===== config.mk =====
export PLATFORM = sky130hd
export DESIGN_NAME = alu_op_sequencer
export DESIGN_NICKNAME = d
export VERILOG_FILES = /design/src/rtl/alu_pkg.sv /design/src/rtl/alu_result_mux.sv /design/src/rtl/alu_op_sequencer.sv
export SDC_FILE = /design/constraint.sdc
export NUM_CORES = 1
export LEC_CHECK = 0
export ABC_AREA = 1
export CAP_MARGIN = 10
export CORE_AREA = 2 2 89 91
export CTS_CLUSTER_SIZE = 28
export DETAILED_ROUTE_END_ITERATION = 6
export DIE_AREA = 0 0 91 93
export PLACE_DENSITY = 0.84
export SLEW_MARGIN = 0
export SYNTH_ARGS = -nofsm -noshare
export SYNTH_HDL_FRONTEND = slang
export SYNTH_SLANG_ARGS = --single-unit
export TNS_END_PERCENT = 100

===== constraint.sdc =====
create_clock -name CLK -period 2 [get_ports CLK]
set_clock_uncertainty 0.2 [all_clocks]
set_input_delay 0.4 -clock CLK [delete_from_list [all_inputs] [get_ports CLK]]
set_output_delay 0.4 -clock CLK [all_outputs]
set_load 0.03 [all_outputs]

===== src/rtl/alu_pkg.sv =====
// alu_pkg: shared definitions for the ALU command sequencer.
// Holds unit-select codes, FSM state encoding and a unit decode helper.
package alu_pkg;

    localparam logic [1:0] UNIT_ARITH = 2'b00;
    localparam logic [1:0] UNIT_LOGIC = 2'b01;
    localparam logic [1:0] UNIT_CMP   = 2'b10;
    localparam logic [1:0] UNIT_SHIFT = 2'b11;

    typedef enum logic [1:0] {
        IDLE  = 2'd0,
        ISSUE = 2'd1,
        WAIT  = 2'd2,
        RESP  = 2'd3
    } seq_state_e;

    // Upper two function bits pick the ALU unit.
    function automatic logic [1:0] unit_of(input logic [3:0] fun);
        return fun[3:2];
    endfunction

endpackage


===== src/rtl/alu_result_mux.sv =====
// alu_result_mux: picks one ALU unit's result, flag and carry by unit code.
// Ports: unit_i select; per-unit results/flags in; data_o/flag_o/carry_o out.
module alu_result_mux
    import alu_pkg::*;
#(
    parameter int out_width = 16
) (
    input  logic [1:0]           unit_i,
    input  logic [out_width-1:0] arith_i,
    input  logic [out_width-1:0] logic_i,
    input  logic [out_width-1:0] cmp_i,
    input  logic [out_width-1:0] shift_i,
    input  logic                 carry_i,
    input  logic                 arith_flag_i,
    input  logic                 logic_flag_i,
    input  logic                 cmp_flag_i,
    input  logic                 shift_flag_i,
    output logic [out_width-1:0] data_o,
    output logic                 flag_o,
    output logic                 carry_o
);

    always_comb begin
        data_o  = arith_i;
        flag_o  = arith_flag_i;
        carry_o = 1'b0;
        case (unit_i)
            UNIT_ARITH: begin
                data_o  = arith_i;
                flag_o  = arith_flag_i;
                // Carry only has meaning for the arithmetic unit.
                carry_o = carry_i;
            end
            UNIT_LOGIC: begin
                data_o = logic_i;
                flag_o = logic_flag_i;
            end
            UNIT_CMP: begin
                data_o = cmp_i;
                flag_o = cmp_flag_i;
            end
            UNIT_SHIFT: begin
                data_o = shift_i;
                flag_o = shift_flag_i;
            end
            default: begin
                data_o = arith_i;
                flag_o = arith_flag_i;
            end
        endcase
    end

endmodule


===== src/rtl/alu_op_sequencer.sv =====
// alu_op_sequencer: one-at-a-time command initiator for the ALU.
// Ports: CLK/RST; cmd_* valid/ready in; rsp_* valid/ready out;
//        alu_a/b/fun to ALU; alu_*_out/flags from ALU; busy; op_count.
module alu_op_sequencer
    import alu_pkg::*;
#(
    parameter int in_width    = 8,
    parameter int out_width   = 16,
    parameter int ALU_LATENCY = 1,
    parameter int CNT_W       = 16
) (
    input  logic                 CLK,
    input  logic                 RST,
    input  logic                 cmd_valid,
    output logic                 cmd_ready,
    input  logic [in_width-1:0]  cmd_a,
    input  logic [in_width-1:0]  cmd_b,
    input  logic [3:0]           cmd_fun,
    output logic                 rsp_valid,
    input  logic                 rsp_ready,
    output logic [out_width-1:0] rsp_data,
    output logic                 rsp_flag,
    output logic                 rsp_carry,
    output logic [3:0]           rsp_fun,
    output logic [in_width-1:0]  alu_a,
    output logic [in_width-1:0]  alu_b,
    output logic [3:0]           alu_fun,
    input  logic [out_width-1:0] alu_arith_out,
    input  logic [out_width-1:0] alu_logic_out,
    input  logic [out_width-1:0] alu_cmp_out,
    input  logic [out_width-1:0] alu_shift_out,
    input  logic                 alu_carry,
    input  logic                 alu_arith_flag,
    input  logic                 alu_logic_flag,
    input  logic                 alu_cmp_flag,
    input  logic                 alu_shift_flag,
    output logic                 busy,
    output logic [CNT_W-1:0]     op_count
);

    localparam int LAT_W = (ALU_LATENCY > 1) ? $clog2(ALU_LATENCY) : 1;
    localparam logic [LAT_W-1:0] LAT_LOAD = LAT_W'(ALU_LATENCY - 1);

    seq_state_e state_q, state_d;
    logic [LAT_W-1:0]     lat_q, lat_d;
    logic [in_width-1:0]  alu_a_q, alu_b_q;
    logic [3:0]           alu_fun_q;
    logic [out_width-1:0] rsp_data_q;
    logic                 rsp_flag_q, rsp_carry_q;
    logic [3:0]           rsp_fun_q;
    logic [CNT_W-1:0]     op_count_q;

    logic                 load_en, cap_en, done_en;
    logic [out_width-1:0] mux_data;
    logic                 mux_flag, mux_carry;

    alu_result_mux #(
        .out_width (out_width)
    ) u_mux (
        .unit_i       (unit_of(alu_fun_q)),
        .arith_i      (alu_arith_out),
        .logic_i      (alu_logic_out),
        .cmp_i        (alu_cmp_out),
        .shift_i      (alu_shift_out),
        .carry_i      (alu_carry),
        .arith_flag_i (alu_arith_flag),
        .logic_flag_i (alu_logic_flag),
        .cmp_flag_i   (alu_cmp_flag),
        .shift_flag_i (alu_shift_flag),
        .data_o       (mux_data),
        .flag_o       (mux_flag),
        .carry_o      (mux_carry)
    );

    always_comb begin
        state_d   = state_q;
        lat_d     = lat_q;
        cmd_ready = 1'b0;
        load_en   = 1'b0;
        cap_en    = 1'b0;
        done_en   = 1'b0;
        case (state_q)
            IDLE: begin
                cmd_ready = 1'b1;
                if (cmd_valid) begin
                    load_en = 1'b1;
                    state_d = ISSUE;
                end
            end
            ISSUE: begin
                lat_d   = LAT_LOAD;
                state_d = WAIT;
            end
            WAIT: begin
                // ALU is free-running; only this exit cycle sees our result.
                if (lat_q == '0) begin
                    cap_en  = 1'b1;
                    state_d = RESP;
                end else begin
                    lat_d = lat_q - LAT_W'(1);
                end
            end
            RESP: begin
                // A new command may ride the same edge as the response handshake.
                cmd_ready = rsp_ready;
                if (rsp_ready) begin
                    done_en = 1'b1;
                    if (cmd_valid) begin
                        load_en = 1'b1;
                        state_d = ISSUE;
                    end else begin
                        state_d = IDLE;
                    end
                end
            end
            default: state_d = IDLE;
        endcase
    end

    always_ff @(posedge CLK) begin
        if (RST) begin
            state_q     <= IDLE;
            lat_q       <= '0;
            alu_a_q     <= '0;
            alu_b_q     <= '0;
            alu_fun_q   <= '0;
            rsp_data_q  <= '0;
            rsp_flag_q  <= 1'b0;
            rsp_carry_q <= 1'b0;
            rsp_fun_q   <= '0;
            op_count_q  <= '0;
        end else begin
            state_q <= state_d;
            lat_q   <= lat_d;
            if (load_en) begin
                alu_a_q   <= cmd_a;
                alu_b_q   <= cmd_b;
                alu_fun_q <= cmd_fun;
            end
            if (cap_en) begin
                rsp_data_q  <= mux_data;
                rsp_flag_q  <= mux_flag;
                rsp_carry_q <= mux_carry;
                rsp_fun_q   <= alu_fun_q;
            end
            if (done_en) begin
                op_count_q <= op_count_q + CNT_W'(1);
            end
        end
    end

    assign rsp_valid = (state_q == RESP);
    assign busy      = (state_q != IDLE);
    assign rsp_data  = rsp_data_q;
    assign rsp_flag  = rsp_flag_q;
    assign rsp_carry = rsp_carry_q;
    assign rsp_fun   = rsp_fun_q;
    assign alu_a     = alu_a_q;
    assign alu_b     = alu_b_q;
    assign alu_fun   = alu_fun_q;
    assign op_count  = op_count_q;

endmodule


## After elaboration in Yosys (flattened, before gate mapping)

Cells that the tools add are included.

- Add/sub/neg operators: 2
- Equal/unequal tests: 9
- Muxes and demuxes: 18
- Reduce and logical (&&, ||, !) cells: 5

Operator list:

| operator | count |
|---|---|
| $pmux 16 s4 | 1 |
| $add 16x1->16 const B | 1 |
| $mux 1 | 9 |
| $eq 2x2->1 const B | 4 |
| $pmux 2 s4 | 1 |
| $mux 2 | 3 |
| $pmux 1 s2 | 3 |
| $eq 2x1->1 const B | 2 |
| $logic_not 2->1 | 2 |
| $ne 2x2->1 const B | 2 |
| $pmux 1 s4 | 1 |
| $reduce_bool 2->1 | 2 |
| $reduce_and 3->1 | 1 |
| $ne 2x1->1 const B | 1 |
| $sub 1x1->1 const B | 1 |

- Flip-flop bits (word level): 61
- Input bits: 93
- Output and inout port bits: 61
- Logic and storage cells: 44

## Depth between registers and ports, before layout

- Word-level depth: 3
- Depth in mapped cells: 9
- Gate-level depth less buffers: 9

## Modules after synthesis

A second synthesis with hierarchy kept.

- Cells, all modules: 425
- Area total of the unflattened synthesis: 3,109.2 um^2

By module, submodules not included:

| module | times used | cells an instance | area each (um^2) | seq. area each (um^2) |
|---|---|---|---|---|
| alu_op_sequencer | 1 | 325 | 2,534.9 | 1,201.2 |
| alu_result_mux | 1 | 100 | 574.3 | 0.0 |

## Worst setup path after synthesis

No wires, ideal clock.

- Kind: reg2out
- Start point: register state_q[0]
- End point: output cmd_ready
- Data arrival time: 1.350 ns
- Required time: 1.400 ns
- Slack: 0.050 ns
- Cell stages (with the launch flop): 6
- Buffers on the path: 2
- Cells stage by stage: dfxtp_1 -> ha_1 -> nand2_2 -> a21oi_2 -> buf_6 -> buf_12

- Longest elaborated chain between the ends: 2
- Elaborated cells on any way between the ends: 3
- Classes of those cells: eq/ne: 1; mux: 1; reduce/logical: 1

Ends and longest elaborated chain:

| item | RTL line | text |
|---|---|---|
| start, declared | alu_op_sequencer.sv:44 | `seq_state_e state_q, state_d;` |
| start signal, assigned | alu_op_sequencer.sv:133 | `state_q <= state_d;` |
| $eq 2x2->1 | -- |  |
| via rsp_valid | alu_op_sequencer.sv:19 | `output logic rsp_valid,` |
| $pmux 1 s2 | alu_op_sequencer.sv:82 | `case (state_q)` |
| end, declared | alu_op_sequencer.sv:15 | `output logic cmd_ready,` |

The timed path passes the listed nets, and every way through them passes these cells.

## Final worst setup path

- Start point: register alu_b_q[5], in the netlist alu_b[5]
- End point: output alu_b[5]

RTL lines:

| item | RTL line | text |
|---|---|---|
| start, declared | alu_op_sequencer.sv:46 | `logic [in_width-1:0] alu_a_q, alu_b_q;` |
| start signal, assigned | alu_op_sequencer.sv:137 | `alu_b_q <= cmd_b;` |
| end, declared | alu_op_sequencer.sv:26 | `output logic [in_width-1:0] alu_b,` |

No word-level cell between the ends.

==> flow_summary.yaml <==
status:
  status: "completed"
power:
  p_leak_nw: 2.015
  powerDensity_mw_per_mm2: 1184
  peakVddDrop_v: 0.0008504
place:
  hpwl_um: 7161
  place_inst: 646
  io_buffer_count: 153
  place_area_mm2: 0.004459
  routabilityCongestion: 0.8762
  dp_slack_ns: -0.03689
cts:
  cts_hold_buffers: 0
  cts_tree: "done"
  path_clk_slew_ns: 0.07
  numCtsBuffers: 9
  insertion_delay_ns: 0.33
  cts_root_buf: "clkbuf_8"
  clockBufferDepth: 2
  cts_sinks: 60
  htree_levels: 3
final_layout:
  mostFrequentLayoutCell: "clkdlybuf4s50_1"
  layout-drive-gt1-share_pct: 9.107
  final_cell_area_mm2: 0.004743
  stdcell_count: 662
  final_cell_mix: "clkdlybuf4s50_1 (126), nand2_1 (102), a21oi_1 (62)"
  antenna_cells: 0
  layout.nets: 653
  area_growth_pct: 64.75
routing:
  drt_wl_total_um: 9321
  vias: 3240
  drtAntennaViolNets: 0
  drt-initial-drc-count: 87
  routedWlPerCell_um: 14.08
  viasPerCell: 4.894
  dr.pass1.iters: 4
  drc: 0
logic_synthesis:
  synth_fp_nets: 499
  ys_seq_area_share_pct: 41.72
  netlist_area_mm2: 0.002879
  avgSynthCellArea_um2: 7.180
  synth.distinct_cells: 31
  synthCells: 401
  ys_warn_count: 0
  synth-seq-cells: 60
die:
  die-area_mm2: 0.008463
  die_w_um: 91
  placementRows: 32
  initial_core_util_pct: 38.25
  die_h_um: 93
  pin_count: 154
  coreArea_mm2: 0.007527
setup_path:
  worstPathCellList: "clkdlybuf4s50_1"
  max_stage_delay_ns: 0.69
  critical-path-slowest-cell: "clkdlybuf4s50_1"
  crit_fanout: 2
  reg2reg_from: "state_q[0]"
  startpoint_type: "flop"
  crit_end: "alu_b[5]"
  crit_start: "alu_b[5]"
  worst-path-stages: 1
  critPathCaptureType: "primary output"
  crit_required_ns: 1.40
  critPathTopFamily: "buffers and inverters"
  reg2reg_slack_ns: 0.19
  path_class: "reg -> out"
  rr_worst_depth: 5
  cp.arrival_ns: 1.36
  reg2reg_to: "rsp_data[13]"
  crit_buf_inv: 1
sta:
  hold_viol_final: 0
  fmax_mhz: 511.1
  tightestPinTransition_ns: 0.4987
  setup_violations: 0
  finalMaxSlewViolations: 0
  finalCriticalPeriod_ns: 1.957
  fin_ws_ns: 0.04329
  slew_headroom_pct: 66.55
  rsz0062_at_grt: "no"
  timing.hold.ws_ns: 0.2591
  fin_crit_sh_pct: 97.84
global_route:
  grt_use_met3_pct: 4.593
  grt_pass1_wl_um: 15160
  busiest_layer: "met2"
  grt_pass1_vias: 3133
  grt_antenna_before_repair: 0
  grt.total_usage_pct: 22.26
  grtUsageMet1_pct: 25.84
  met2_usage_pct: 40.06
  grt_max_degree: 28
  gr-total-overflow: 0
worst_hold_path:
  hp-class: "reg -> reg"
run:
  cap_viol_max_count: 0
[Yosys cell counts, drive strengths merged]
cell | instances | area share [%]
nand2 | 104 | 14
a21oi | 67 | 12
dfxtp | 60 | 42
nor2 | 31 | 4.9
o21ai | 31 | 5.4
inv | 29 | 3.8
nand3 | 27 | 4.9
and3 | 15 | 3.3
buf | 11 | 3.3
clkbuf | 9 | 1.9
ha | 5 | 2.2
nand4 | 3 | 0.65
nor3 | 2 | 0.35
xor2 | 2 | 0.61
a211oi | 1 | 0.26
and2 | 1 | 0.22
clkinv | 1 | 0.13
o21a | 1 | 0.26
o22ai | 1 | 0.22
[per-layer routing]
| layer | vias to the layer above | part of all wire, % |
|---|---|---|
| met5 | - | 0 |
| met4 | 0 | 2.3 |
| met3 | 17 | 5.0 |
| met2 | 100 | 52 |
| met1 | 1488 | 40 |
| li1 | 1635 | - |
[tightest hold or removal path, delay by kind of cell, from the launching register on]
family          cells  cell delay, ns
flops               1            0.32
buf+inv             1            0.05
compound gates      1            0.05
[where the power goes]
group / internal [mW] / switching (mW) / total, mW
registers: 1.48 / 0.173 / 1.65
logic: 1.08 / 1.63 / 2.71
clock network: 0.799 / 0.460 / 1.26
[stage by stage]
stage | utilization (%) | setup TNS, ns | power (mW)
final | 63.02 | 0 | 5.618
after global routing | 63.02 | 0 | 5.963
after CTS | 62.72 | 0 | 5.673
after detailed placement | 59.24 | -0.3991 | 4.303
after global placement | 59.24 | 0 | 4.225
after floorplan | - | 0 | 3.382
[registers in the layout, summed over array words and instances, names as in the netlist]
signal     flops
rsp_carry      1
alu_b          8
op_count      16
state_q        2
alu_a          8
rsp_fun        4
alu_fun        4
rsp_flag       1
rsp_data      16
[logic make-up (layout without fill, tap and decap cells)]
group	after synthesis	after routing	share of synthesized area (%)
xor+xnor	2	2	0.6085
flops	60	60	41.72
buf+inv	50	209	9.083
fa+ha+maj	5	5	2.173
simple gates	183	183	27.99
compound gates	101	101	18.43
[worst min-delay path by stage]
stage | depth (start not counted) | slack [ns] | endpoint | from
after detailed placement | 2 | 0.25 | op_count[5] | op_count[5]
after CTS | 2 | 0.26 | op_count[5] | op_count[5]
final | 2 | 0.26 | op_count[5] | op_count[5]
after floorplan | 2 | 0.27 | state_q[0] | state_q[0]
after global routing | 2 | 0.29 | alu_a[6] | alu_a[6]
after global placement | 2 | 0.25 | alu_b[0] | alu_b[0]
[final cells by class]
class,count,area [um^2]
fill,686,2784
timing repair buffer,163,1608
multi-input combinational,291,1454
sequential,60,1206
clock buffer,12,165.2
tap,102,127.6
inverter,30,112.6
clock inverter,4,70.07
[timing repair]
action,in CTS,in global routing
endpoints found under the setup margin,17,16
pin swaps,1,0
resized for setup,25,11
setup buffers,1,0
Note: power is estimated with default switching activity, not from simulation.
